File: src/rtl/mhub_cmp_pkg.sv
// Shared types and helpers for the mantissa compare arbiter.
//   cmp_arb_state_t : arbiter FSM state encoding
//   idx_w()         : width of the owner / round-robin pointer for a requester count
package mhub_cmp_pkg;

    typedef enum logic [1:0] {
        IDLE = 2'd0,
        CMP  = 2'd1,
        RESP = 2'd2
    } cmp_arb_state_t;

    // The pointer is at least 1 bit wide, even for two requesters.
    function automatic int unsigned idx_w(input int unsigned n);
        return (n <= 2) ? 1 : $clog2(n);
    endfunction

endpackage

File: src/rtl/compare_mantissas.sv
// Unsigned magnitude compare of two unpacked "1.M" mantissas.
//   mx, my : M+1 bit operands
//   gt_c   : combinational flag, 1 when mx > my (equal gives 0)
module compare_mantissas #(
    parameter int unsigned M = 23
) (
    input  logic [M:0] mx,
    input  logic [M:0] my,
    output logic       gt_c
);

    assign gt_c = (mx > my);

endmodule

File: src/rtl/mantissa_cmp_arbiter.sv
// Round-robin arbiter that shares one mantissa comparator between N_REQ requesters.
// One transaction at a time: IDLE (grant + latch) -> CMP (compare) -> RESP (hold result).
//   clk, rst_n  : clock, asynchronous active-low reset
//   req_valid   : per-requester operand-pair valid
//   req_ready   : one-hot combinational grant, only while IDLE
//   req_mx/my   : packed operands, requester i at [i*(M+1) +: M+1]
//   rsp_valid   : one-hot registered result valid for the owning requester
//   rsp_ready   : per-requester result accept; only the owner's bit is observed
//   rsp_gt      : registered result, 1 when Mx > My
//   busy        : high whenever a transaction is in flight
module mantissa_cmp_arbiter
    import mhub_cmp_pkg::*;
#(
    parameter int unsigned M     = 23,
    parameter int unsigned N_REQ = 2
) (
    input  logic                   clk,
    input  logic                   rst_n,
    input  logic [N_REQ-1:0]       req_valid,
    output logic [N_REQ-1:0]       req_ready,
    input  logic [N_REQ*(M+1)-1:0] req_mx,
    input  logic [N_REQ*(M+1)-1:0] req_my,
    output logic [N_REQ-1:0]       rsp_valid,
    input  logic [N_REQ-1:0]       rsp_ready,
    output logic                   rsp_gt,
    output logic                   busy
);

    localparam int unsigned W     = M + 1;
    localparam int unsigned IDX_W = idx_w(N_REQ);

    cmp_arb_state_t   state;
    logic [IDX_W-1:0] last;
    logic [IDX_W-1:0] owner;
    logic [W-1:0]     mx_q;
    logic [W-1:0]     my_q;

    logic [IDX_W-1:0] winner;
    logic             found;
    int unsigned      idx;
    logic [W-1:0]     win_mx;
    logic [W-1:0]     win_my;
    logic             cmp_gt_c;

    // Round-robin search starting just after the last winner, wrapping at N_REQ.
    always_comb begin
        winner    = '0;
        found     = 1'b0;
        idx       = 0;
        req_ready = '0;
        for (int unsigned k = 1; k <= N_REQ; k++) begin
            idx = 32'(last) + k;
            if (idx >= N_REQ) begin
                idx = idx - N_REQ;
            end
            if (!found && req_valid[IDX_W'(idx)]) begin
                winner = IDX_W'(idx);
                found  = 1'b1;
            end
        end
        if (state == IDLE && found) begin
            req_ready[winner] = 1'b1;
        end
    end

    // Only the winner's operands are selected, so other lanes never reach the result.
    always_comb begin
        win_mx = req_mx[32'(winner) * W +: W];
        win_my = req_my[32'(winner) * W +: W];
    end

    compare_mantissas #(.M(M)) u_cmp (
        .mx   (mx_q),
        .my   (my_q),
        .gt_c (cmp_gt_c)
    );

    // Arbiter FSM with registered response outputs.
    always_ff @(posedge clk or negedge rst_n) begin
        if (!rst_n) begin
            state     <= IDLE;
            last      <= IDX_W'(N_REQ - 1);
            owner     <= '0;
            mx_q      <= '0;
            my_q      <= '0;
            rsp_valid <= '0;
            rsp_gt    <= 1'b0;
        end else begin
            case (state)
                IDLE: begin
                    if (found) begin
                        mx_q  <= win_mx;
                        my_q  <= win_my;
                        owner <= winner;
                        last  <= winner;
                        state <= CMP;
                    end
                end
                CMP: begin
                    rsp_gt    <= cmp_gt_c;
                    rsp_valid <= N_REQ'(1) << owner;
                    state     <= RESP;
                end
                RESP: begin
                    if (rsp_ready[owner]) begin
                        rsp_valid <= '0;
                        state     <= IDLE;
                    end
                end
                default: begin
                    rsp_valid <= '0;
                    state     <= IDLE;
                end
            endcase
        end
    end

    assign busy = (state != IDLE);

endmodule

File: config.mk
export PLATFORM = sky130hd
export DESIGN_NAME = mantissa_cmp_arbiter
export DESIGN_NICKNAME = d
export VERILOG_FILES = /design/src/rtl/mhub_cmp_pkg.sv /design/src/rtl/compare_mantissas.sv /design/src/rtl/mantissa_cmp_arbiter.sv
export SDC_FILE = /design/constraint.sdc
export NUM_CORES = 1
export LEC_CHECK = 0
export ABC_AREA = 0
export CORE_MARGIN = 2
export CORE_UTILIZATION = 39
export CTS_CLUSTER_SIZE = 24
export DETAILED_ROUTE_END_ITERATION = 8
export MAX_ROUTING_LAYER = met4
export PLACE_DENSITY = 0.81
export SYNTH_ARGS = -nofsm -noshare
export SYNTH_HDL_FRONTEND = slang
export SYNTH_SLANG_ARGS = --single-unit
File: constraint.sdc
create_clock -name clk -period 2.99 [get_ports clk]
set_input_delay 0.7475 -clock clk [delete_from_list [all_inputs] [get_ports clk]]
set_output_delay 0.7475 -clock clk [all_outputs]
set_load 0.005 [all_outputs]
==> results of run 1 <==
[stage by stage]
step,cells,utilization
detailed placement,471,0.556
floorplan,277,-
CTS,479,0.573
finish,479,0.573
global route,479,0.573
global placement,471,0.556
[sequential cells by signal (all words and copies together), names as in the netlist]
name       count
my_q          24
rsp_gt         1
owner          1
state          2
rsp_valid      2
last           1
mx_q          24
[layout by cell type (no fill, tap or decap), types with 2 or more instances in the layout]
cell	synthesis	routed
ha_1	24	24
nor2b_1	3	3
inv_1	76	76
a21o_1	3	3
a21boi_0	2	2
buf_4	0	4
nand2_1	7	7
clkbuf_8	0	6
clkdlybuf4s50_1	0	106
dfrtp_1	54	54
nand4_1	6	6
nand3_1	3	3
a222oi_1	48	48
mux2i_1	2	2
o21ai_1	4	3
a21oi_1	12	12
o21ai_0	4	4
[worst reg2reg max path, stage by stage, from the launching register on]
cell and delay, ns:
dfrtp_1 0.41, ha_1 0.33, nand4_1 0.17, nor4_1 0.47
o31ai_1 0.15, a21oi_1 0.17
[report_power, final]
| group | switching [mW] | total (mW) | internal (mW) |
|---|---|---|---|
| logic | 0.891 | 1.72 | 0.834 |
| clock network | 0.234 | 0.505 | 0.271 |
| registers | 0.249 | 1.37 | 1.12 |
[synth_stat cells, drive strengths merged (2+ instances only)]
master,count,area [um^2]
a21boi,2,15.0
nand3,3,15.0
mux2i,2,20.0
dfrtp,54,1350
nand2,7,26.3
a21oi,12,60.1
o21ai,8,40.0
a21o,3,22.5
clkbuf,4,15.0
buf,12,110
nand4,6,37.5
nor2b,3,18.8
a222oi,48,480
nor2,3,16.3
inv,77,289
ha,24,300
[kinds of logic (layout without fill, tap and decap cells)]
family / count (synthesis) / after routing / synth area share
buf+inv: 93 / 196 / 0.143
compound gates: 77 / 77 / 0.224
flops: 55 / 55 / 0.475
simple gates: 26 / 26 / 0.0479
fa+ha+maj: 24 / 24 / 0.103
mux: 2 / 2 / 0.00690
[final timing paths]
check,start,endpoint,slack (ns)
max,req_valid[1],req_ready[0],0.17
min,rst_n,mx_q[4],0.44
max reg2reg,mx_q[22],rsp_gt,1.24
min reg2reg,my_q[12],my_q[12],0.50
max in group asynchronous,rst_n,my_q[11],1.74
min in group clk,my_q[12],my_q[12],0.50
[final cells by class]
| class | count | area share |
|---|---|---|
| Clock buffer | 6 | 0.0200 |
| Clock inverter | 2 | 0.00848 |
| Inverter | 77 | 0.0700 |
| Multi-Input combinational cell | 129 | 0.273 |
| Sequential cell | 55 | 0.333 |
| Tap cell | 99 | 0.0300 |
| Timing Repair Buffer | 111 | 0.265 |
[metal layers]
layer | global-route usage | vias up
li1 | - | 1222
met1 | 0.221 | 1210
met2 | 0.318 | 98
met3 | 0.0451 | 9
met4 | 0.0385 | 0
met5 | - | -
==> run metrics, run 1 <==
IO Count 108; Starting Density 0.402; CP max stage cell clkdlybuf4s50_1; Leakage 2.06 nW; Worst Path Buf+Inv 3; Peak VDD IR around 0.34 mV; area of the multi-input gates 1130 um^2; die area 8150 um^2; Syn. warnings 0; EDFF count, synth 0; CTS root buf clkbuf_8; uppermost layer routed met4; Final nets slightly above 500; Via Count 2539; Mapped Area about 2900 um^2; cells after synthesis 277; clock buffer count from CTS 5; R2R cell count 5; Clock transition at path regs about 0.1 ns; Via-to-Cell Ratio 5.30; drt total wl 7070 um; dpl ws 0.168 ns; Max Cap Viol 0; DRC 0; outcome finished clean; critical path launch point type input pin; Storage cell area 1380 um^2; overall routing resource usage 0.184; Final ANT Viol Nets 0; Slew headroom 0.577; CTS tree built; Clock Skew 0.00748 ns; Final min period ~2.8 ns; DRT Pass-1 Iters 6; prevailing post-synth register cell dfrtp_1; # resized after CTS 0; port buffer count 107; CP top delay family buffers and inverters; # rows 31; CP Data Arrival Time 2.07 ns; flop and latch count out of synthesis between 50 and 60; Design Area, Final approximately 4100 um^2; Setup TNS 0 ns; Worst Hold Class in2async; Fmax achieved 0.355 GHz; PD cells 870 nW/um^2; Slew @ Worst Pin 0.635 ns; vias in the first global route 2587; Sink Count 55; Async SR Flop Fraction 1.00; Slew Viols, Final 0; Max clock buf depth 2; clock latency on the worst-skew pair roughly 0.30 ns; largest net degree at the start of global routing 52; worst path cell trace clkdlybuf4s50_1, inv_1, o21ai_1, nor2_4, clkdlybuf4s50_1; CP endpoint kind primary output; Worst Hold Slack between 0.4 and 0.5 ns; 1st-iter DRT viols 242; met3 wire length 444 um; PnR worst setup slack roughly 0.17 ns; Area growth, synth to finish 42.4%; max incr delay on CP 0.56 ns; Worst path depth 5; total power 3.59 mW; final hold vios 0; wire length on met1 3030 um; count of cell types in the netlist 29; Critical Path RT 2.24 ns; setup repair bufs after CTS 0; global-route wire length before repair ~12000 um; share of layout cells above drive strength 1 0.0500; Mapped Nets roughly 400; Core ar. 7210 um^2; Setup CP Type in2out; Tcrit/Tclk final 0.942; grt total ovfl 0; Die W ~90 um; Placement Cell Area 4010 um^2; initial antenna violation count 0; Avg WL per Cell roughly 15 um; setup violators final 0; CTS H-tree lvls 2; routability congestion estimate 0.807; sequential fraction of the synthesis area 0.475; die height 90.3 um; crit-path most repeated cell clkdlybuf4s50_1; metal2 WL 3530 um; synthesized area per cell 10.5 um^2; Filler cells 633; crit path max fanout 3; RSZ-0062 raised after global routing false; ant diodes 0; hold buffer count at CTS 0; dpl hpwl 5300 um
Power figures use the tool's default switching activity.
==> inputs of run 2 (changes only) <==
--- a/config.mk
+++ b/config.mk
@@ -7,11 +7,11 @@
 export LEC_CHECK = 0
 export ABC_AREA = 0
 export CORE_MARGIN = 2
-export CORE_UTILIZATION = 39
+export CORE_UTILIZATION = 48
 export CTS_CLUSTER_SIZE = 24
 export DETAILED_ROUTE_END_ITERATION = 8
 export MAX_ROUTING_LAYER = met4
-export PLACE_DENSITY = 0.81
+export PLACE_DENSITY = 0.95
 export SYNTH_ARGS = -nofsm -noshare
 export SYNTH_HDL_FRONTEND = slang
 export SYNTH_SLANG_ARGS = --single-unit
==> run 2 against run 1 <==
  * Core utilization up 12 points
  * Register-to-register slack better by 0.03 ns
  * Flip-flop and latch count unchanged
  * Clock power is 18% lower
  * Clock skew is 0.0022 ns lower
  * Critical path depth is the same
  * Sequential power barely moved
  * Fmax decreased by 0.74%
  * Largest power group unchanged
  * Highest routed layer unchanged
==> run metrics, run 2 (synthesized netlist as in run 1, its figures left out) <==
overall routing resource usage 0.226 (was 0.184); Via Count 2572 (was 2539); Peak VDD IR 0.408 mV (was 0.335 mV); Cells after DPL 447 (was 471); die area 6680 um^2 (was 8150 um^2); die height 81.8 um (was 90.3 um); Slew Viols, Final 0 (unchanged); outcome finished clean (unchanged); grt total ovfl 0 (unchanged); Tcrit/Tclk final 0.949 (was 0.942); most common cell after layout, fill and taps aside clkdlybuf4s50_1 (unchanged); Leakage 2.04 nW (was 2.06 nW); 1st-iter DRT viols 259 (was 242); Filler cells 484 (was 633); dpl ws 0.147 ns (was 0.168 ns); initial antenna violation count 0 (unchanged); final hold vios 0 (unchanged); total power 3.54 mW (was 3.59 mW); Placement Cell Area 3980 um^2 (was 4010 um^2); Starting Density 0.493 (was 0.402); Worst Hold Class in2async (unchanged); Area growth, synth to finish 40.4% (was 42.4%); Max Cap Viol 0 (unchanged); setup violators final 0 (unchanged); CTS H-tree lvls 2 (unchanged); RSZ-0062 raised after global routing false (unchanged); commonest cells after routing, fill and taps aside 106 x clkdlybuf4s50_1, 76 x inv_1, 54 x dfrtp_1 (unchanged); Setup CP Type in2out (unchanged); DRC 0 (unchanged); critical path launch point type input pin (unchanged); Critical Path RT 2.24 ns (about the same); CTS root buf clkbuf_8 (unchanged); largest net degree at the start of global routing 52 (unchanged); Clock transition at path regs 0.09 ns (was 0.10 ns); RR Endpoint mx_q[3] (was rsp_gt); Sink Count 55 (unchanged); dpl hpwl 5310 um (was 5300 um); Fmax achieved 0.353 GHz (was 0.355 GHz); Clock Skew 0.00525 ns (was 0.00748 ns); CTS tree built (unchanged); Design Area, Final 4080 um^2 (was 4130 um^2); Final ANT Viol Nets 0 (unchanged); clock buffer count from CTS 5 (unchanged); Slew @ Worst Pin 0.591 ns (was 0.635 ns); Final nets 505 (unchanged); Setup TNS 0 ns (unchanged); # rows 28 (was 31); Max clock buf depth 2 (unchanged); Core ar. 5890 um^2 (was 7210 um^2); Storage cell area 1380 um^2 (unchanged); Final min period 2.84 ns (was 2.82 ns); share of layout cells above drive strength 1 0.0474 (was 0.0500); Via-to-Cell Ratio 5.65 (was 5.30); # resized after CTS 0 (unchanged); ant diodes 0 (unchanged); CP endpoint kind primary output (unchanged); setup repair bufs after CTS 0 (unchanged); clock latency on the worst-skew pair 0.30 ns (about the same); crit path max fanout 3 (unchanged); port buffer count 107 (unchanged); Slew headroom 0.606 (was 0.577); global-route wire length before repair 11200 um (was 12000 um); non-filler instance count after layout 455 (was 479); IO Count 108 (unchanged); CP Data Arrival Time 2.09 ns (was 2.07 ns); PD cells 869 nW/um^2 (was 870 nW/um^2); Avg WL per Cell 15.7 um (was 14.8 um); area of the multi-input gates 1130 um^2 (unchanged); drt total wl 7160 um (was 7070 um); R2R cell count 6 (was 5); reg-to-reg startpoint state[0] (was mx_q[22]); PnR worst setup slack 0.153 ns (was 0.174 ns); DRT Pass-1 Iters 6 (unchanged); routability congestion estimate 0.739 (was 0.807); Top Registers mx_q (24), my_q (24) (unchanged); vias in the first global route 2583 (was 2587); hold buffer count at CTS 0 (unchanged); Die W 81.8 um (was 90.3 um); FF-to-FF setup slack 1.27 ns (was 1.24 ns)
==> run 2: changes by cell type in the layout (fill, tap and decap cells not counted) <==
cell	previous run	this run
bufinv_16	1	0
clkbuf_1	0	1
==> run 2: metal layers <==
metal	vias to the layer above	global-route usage	routed length, um
met1	1239	0.252	2810
li1	1227	-	-
met3	12	0.0319	448
met2	94	0.415	3800
met4	0	0.0733	98
met5	-	-	0
==> run 2: metrics by stage <==
step	hold slack [ns]	utilization
finish	0.443	0.692
floorplan	0.452	-
detailed placement	0.478	0.677
global route	0.476	0.692
global placement	0.472	0.677
CTS	0.451	0.692
==> run 2: worst max path at each step <==
stage / startpoint / to / slack, ns / depth (start not counted)
after floorplan: req_valid[0] / req_ready[1] / 1.04 / 4
after global placement: req_valid[1] / req_ready[0] / 0.20 / 5
after detailed placement: req_valid[1] / req_ready[0] / 0.15 / 5
after CTS: req_valid[1] / req_ready[0] / 0.14 / 5
after global routing: req_valid[1] / req_ready[0] / 0.10 / 5
final: req_valid[1] / req_ready[0] / 0.15 / 5
==> run 2: report_power, final <==
part           leakage [nW]  internal (mW)  switching, mW
Clock                0.0482          0.187          0.226
Combinational          1.32          0.842          0.926
Sequential            0.676           1.12          0.244
==> run 2: final cells by class <==
| cell class | count | share of cell area |
|---|---|---|
| multi-input combinational | 129 | 0.277 |
| inverter | 77 | 0.0709 |
| timing repair buffer | 111 | 0.269 |
| tap | 75 | 0.0230 |
| clock inverter | 1 | 0.00123 |
| sequential | 55 | 0.338 |
| clock buffer | 7 | 0.0212 |
==> run 2: worst max-delay path, stage by stage <==
cell and delay (ns):
clkdlybuf4s50_1 0.55, inv_1 0.06, o21ai_1 0.22, nor2_4 0.06
clkdlybuf4s50_1 0.46
==> inputs of run 3 (changes only) <==
--- a/config.mk
+++ b/config.mk
@@ -6,12 +6,14 @@
 export NUM_CORES = 1
 export LEC_CHECK = 0
 export ABC_AREA = 0
+export CORE_ASPECT_RATIO = 0.8
 export CORE_MARGIN = 2
 export CORE_UTILIZATION = 48
 export CTS_CLUSTER_SIZE = 24
 export DETAILED_ROUTE_END_ITERATION = 8
 export MAX_ROUTING_LAYER = met4
 export PLACE_DENSITY = 0.95
+export SKIP_LAST_GASP = 1
 export SYNTH_ARGS = -nofsm -noshare
 export SYNTH_HDL_FRONTEND = slang
 export SYNTH_SLANG_ARGS = --single-unit
==> run 3 against run 2 <==
  * The flow now finishes with violations (DRC)
  * Sequential share of layout area decreased by 0.40 points
  * Combinational power about the same
  * Via count decreased by 1.7%
  * Largest power group unchanged
==> run metrics, run 3 (synthesized netlist as in run 1, its figures left out) <==
outcome complete, but fails checks (was finished clean); failing checks DRC; R2R cell count 7 (was 6); setup repair bufs after CTS 0 (unchanged); port buffer count 107 (unchanged); reg-to-reg startpoint my_q[23] (was state[0]); routability congestion estimate 0.812 (was 0.739); Setup TNS 0 ns (unchanged); Final nets 505 (unchanged); IO Count 108 (unchanged); Filler cells 467 (was 484); Final min period 2.84 ns (about the same); Critical Path RT 2.24 ns (about the same); Peak VDD IR 0.390 mV (was 0.408 mV); PD cells 894 nW/um^2 (was 869 nW/um^2); Top Registers mx_q (24), my_q (24) (unchanged); largest net degree at the start of global routing 52 (unchanged); CTS root buf clkbuf_8 (unchanged); die area 6690 um^2 (was 6680 um^2); Via-to-Cell Ratio 5.48 (was 5.65); area of the multi-input gates 1130 um^2 (unchanged); die height 73.5 um (was 81.8 um); total power 3.69 mW (was 3.54 mW); clock buffer count from CTS 5 (unchanged); DRT Pass-1 Iters 9 (was 6); Final ANT Viol Nets 0 (unchanged); Setup CP Type in2out (unchanged); RR Endpoint rsp_gt (was mx_q[3]); dpl hpwl 5520 um (was 5310 um); vias in the first global route 2600 (was 2583); Slew @ Worst Pin 0.706 ns (was 0.591 ns); critical path launch point type input pin (unchanged); final hold vios 0 (unchanged); FF-to-FF setup slack 1.23 ns (was 1.27 ns); Core ar. 5880 um^2 (was 5890 um^2); share of layout cells above drive strength 1 0.0474 (unchanged); Max clock buf depth 2 (unchanged); CTS H-tree lvls 2 (unchanged); CTS tree built (unchanged); Area growth, synth to finish 42.1% (was 40.4%); Worst Hold Class in2async (unchanged); setup violators final 0 (unchanged); global-route wire length before repair 11900 um (was 11200 um); Max Cap Viol 0 (unchanged); crit path max fanout 3 (unchanged); Storage cell area 1380 um^2 (unchanged); Slew Viols, Final 0 (unchanged); most common cell after layout, fill and taps aside clkdlybuf4s50_1 (unchanged); commonest cells after routing, fill and taps aside 106 x clkdlybuf4s50_1, 76 x inv_1, 54 x dfrtp_1 (unchanged); Via Count 2528 (was 2572); grt total ovfl 0 (unchanged); hold buffer count at CTS 0 (unchanged); # rows 25 (was 28); Fmax achieved 0.352 GHz (was 0.353 GHz); # resized after CTS 0 (unchanged); Starting Density 0.493 (about the same); Clock Skew 0.00694 ns (was 0.00525 ns); CP Data Arrival Time 2.09 ns (about the same); Leakage 2.06 nW (was 2.04 nW); Avg WL per Cell 15.7 um (about the same); Sink Count 55 (unchanged); DRC 5 (was 0); ant diodes 0 (unchanged); Clock transition at path regs 0.09 ns (about the same); Slew headroom 0.529 (was 0.606); Die W 90.9 um (was 81.8 um); 1st-iter DRT viols 305 (was 259); overall routing resource usage 0.232 (was 0.226); drt total wl 7260 um (was 7160 um); clock latency on the worst-skew pair 0.30 ns (about the same); CP endpoint kind primary output (unchanged); initial antenna violation count 0 (unchanged); Tcrit/Tclk final 0.950 (was 0.949); RSZ-0062 raised after global routing false (unchanged)
-- run 3: cell types whose count changed in the layout (fill, tap and decap cells not counted), sizes merged --
cell and change:
clkbuf -1, clkinv -1, bufinv +2
-- run 3: cell type report --
type / instances / area share
clock buffer: 6 / 0.0176
clock inverter: 2 / 0.0146
inverter: 77 / 0.0701
multi-input combinational: 129 / 0.273
sequential: 55 / 0.334
tap: 81 / 0.0246
timing repair buffer: 111 / 0.266
-- run 3: worst max-delay path, cell delays in order --
cell and delay (ns):
clkdlybuf4s50_1 0.55, inv_1 0.06, o21ai_1 0.24, nor2_4 0.05, clkdlybuf4s50_1 0.44
-- run 3: worst max-delay path by stage --
| stage | from | end | slack (ns) |
|---|---|---|---|
| after floorplan | req_valid[0] | req_ready[1] | 1.04 |
| after global placement | req_valid[1] | req_ready[0] | 0.20 |
| after detailed placement | req_valid[1] | req_ready[0] | 0.15 |
| after CTS | req_valid[1] | req_ready[0] | 0.14 |
| after global routing | req_valid[1] | req_ready[0] | 0.1 |
| final | req_valid[1] | req_ready[0] | 0.15 |
-- run 3: routing by layer --
metal | share of wire | track usage | routed length (um) | up-vias
met5 | 0 | - | 0 | -
met4 | 0.0094 | 0.0539 | 68 | 0
met3 | 0.059 | 0.0441 | 427 | 8
met2 | 0.50 | 0.407 | 3640 | 94
met1 | 0.43 | 0.283 | 3120 | 1202
li1 | - | - | - | 1224
-- run 3: power by group --
part           internal, mW  total, mW  switching [mW]
clock                 0.335      0.563           0.229
combinational         0.836       1.75           0.919
sequential             1.12       1.37           0.254
-- run 3: through the flow --
step	cells	setup slack (ns)	util	hold slack, ns	cell area, um^2
2_1_floorplan	277	1.04	-	0.452	2900
3_3_place_gp	453	0.202	0.679	0.478	3990
3_5_place_dp	453	0.147	0.679	0.477	3990
4_1_cts	461	0.139	0.701	0.500	4120
5_1_grt	461	0.0974	0.701	0.530	4120
6_report	461	0.149	0.701	0.487	4120
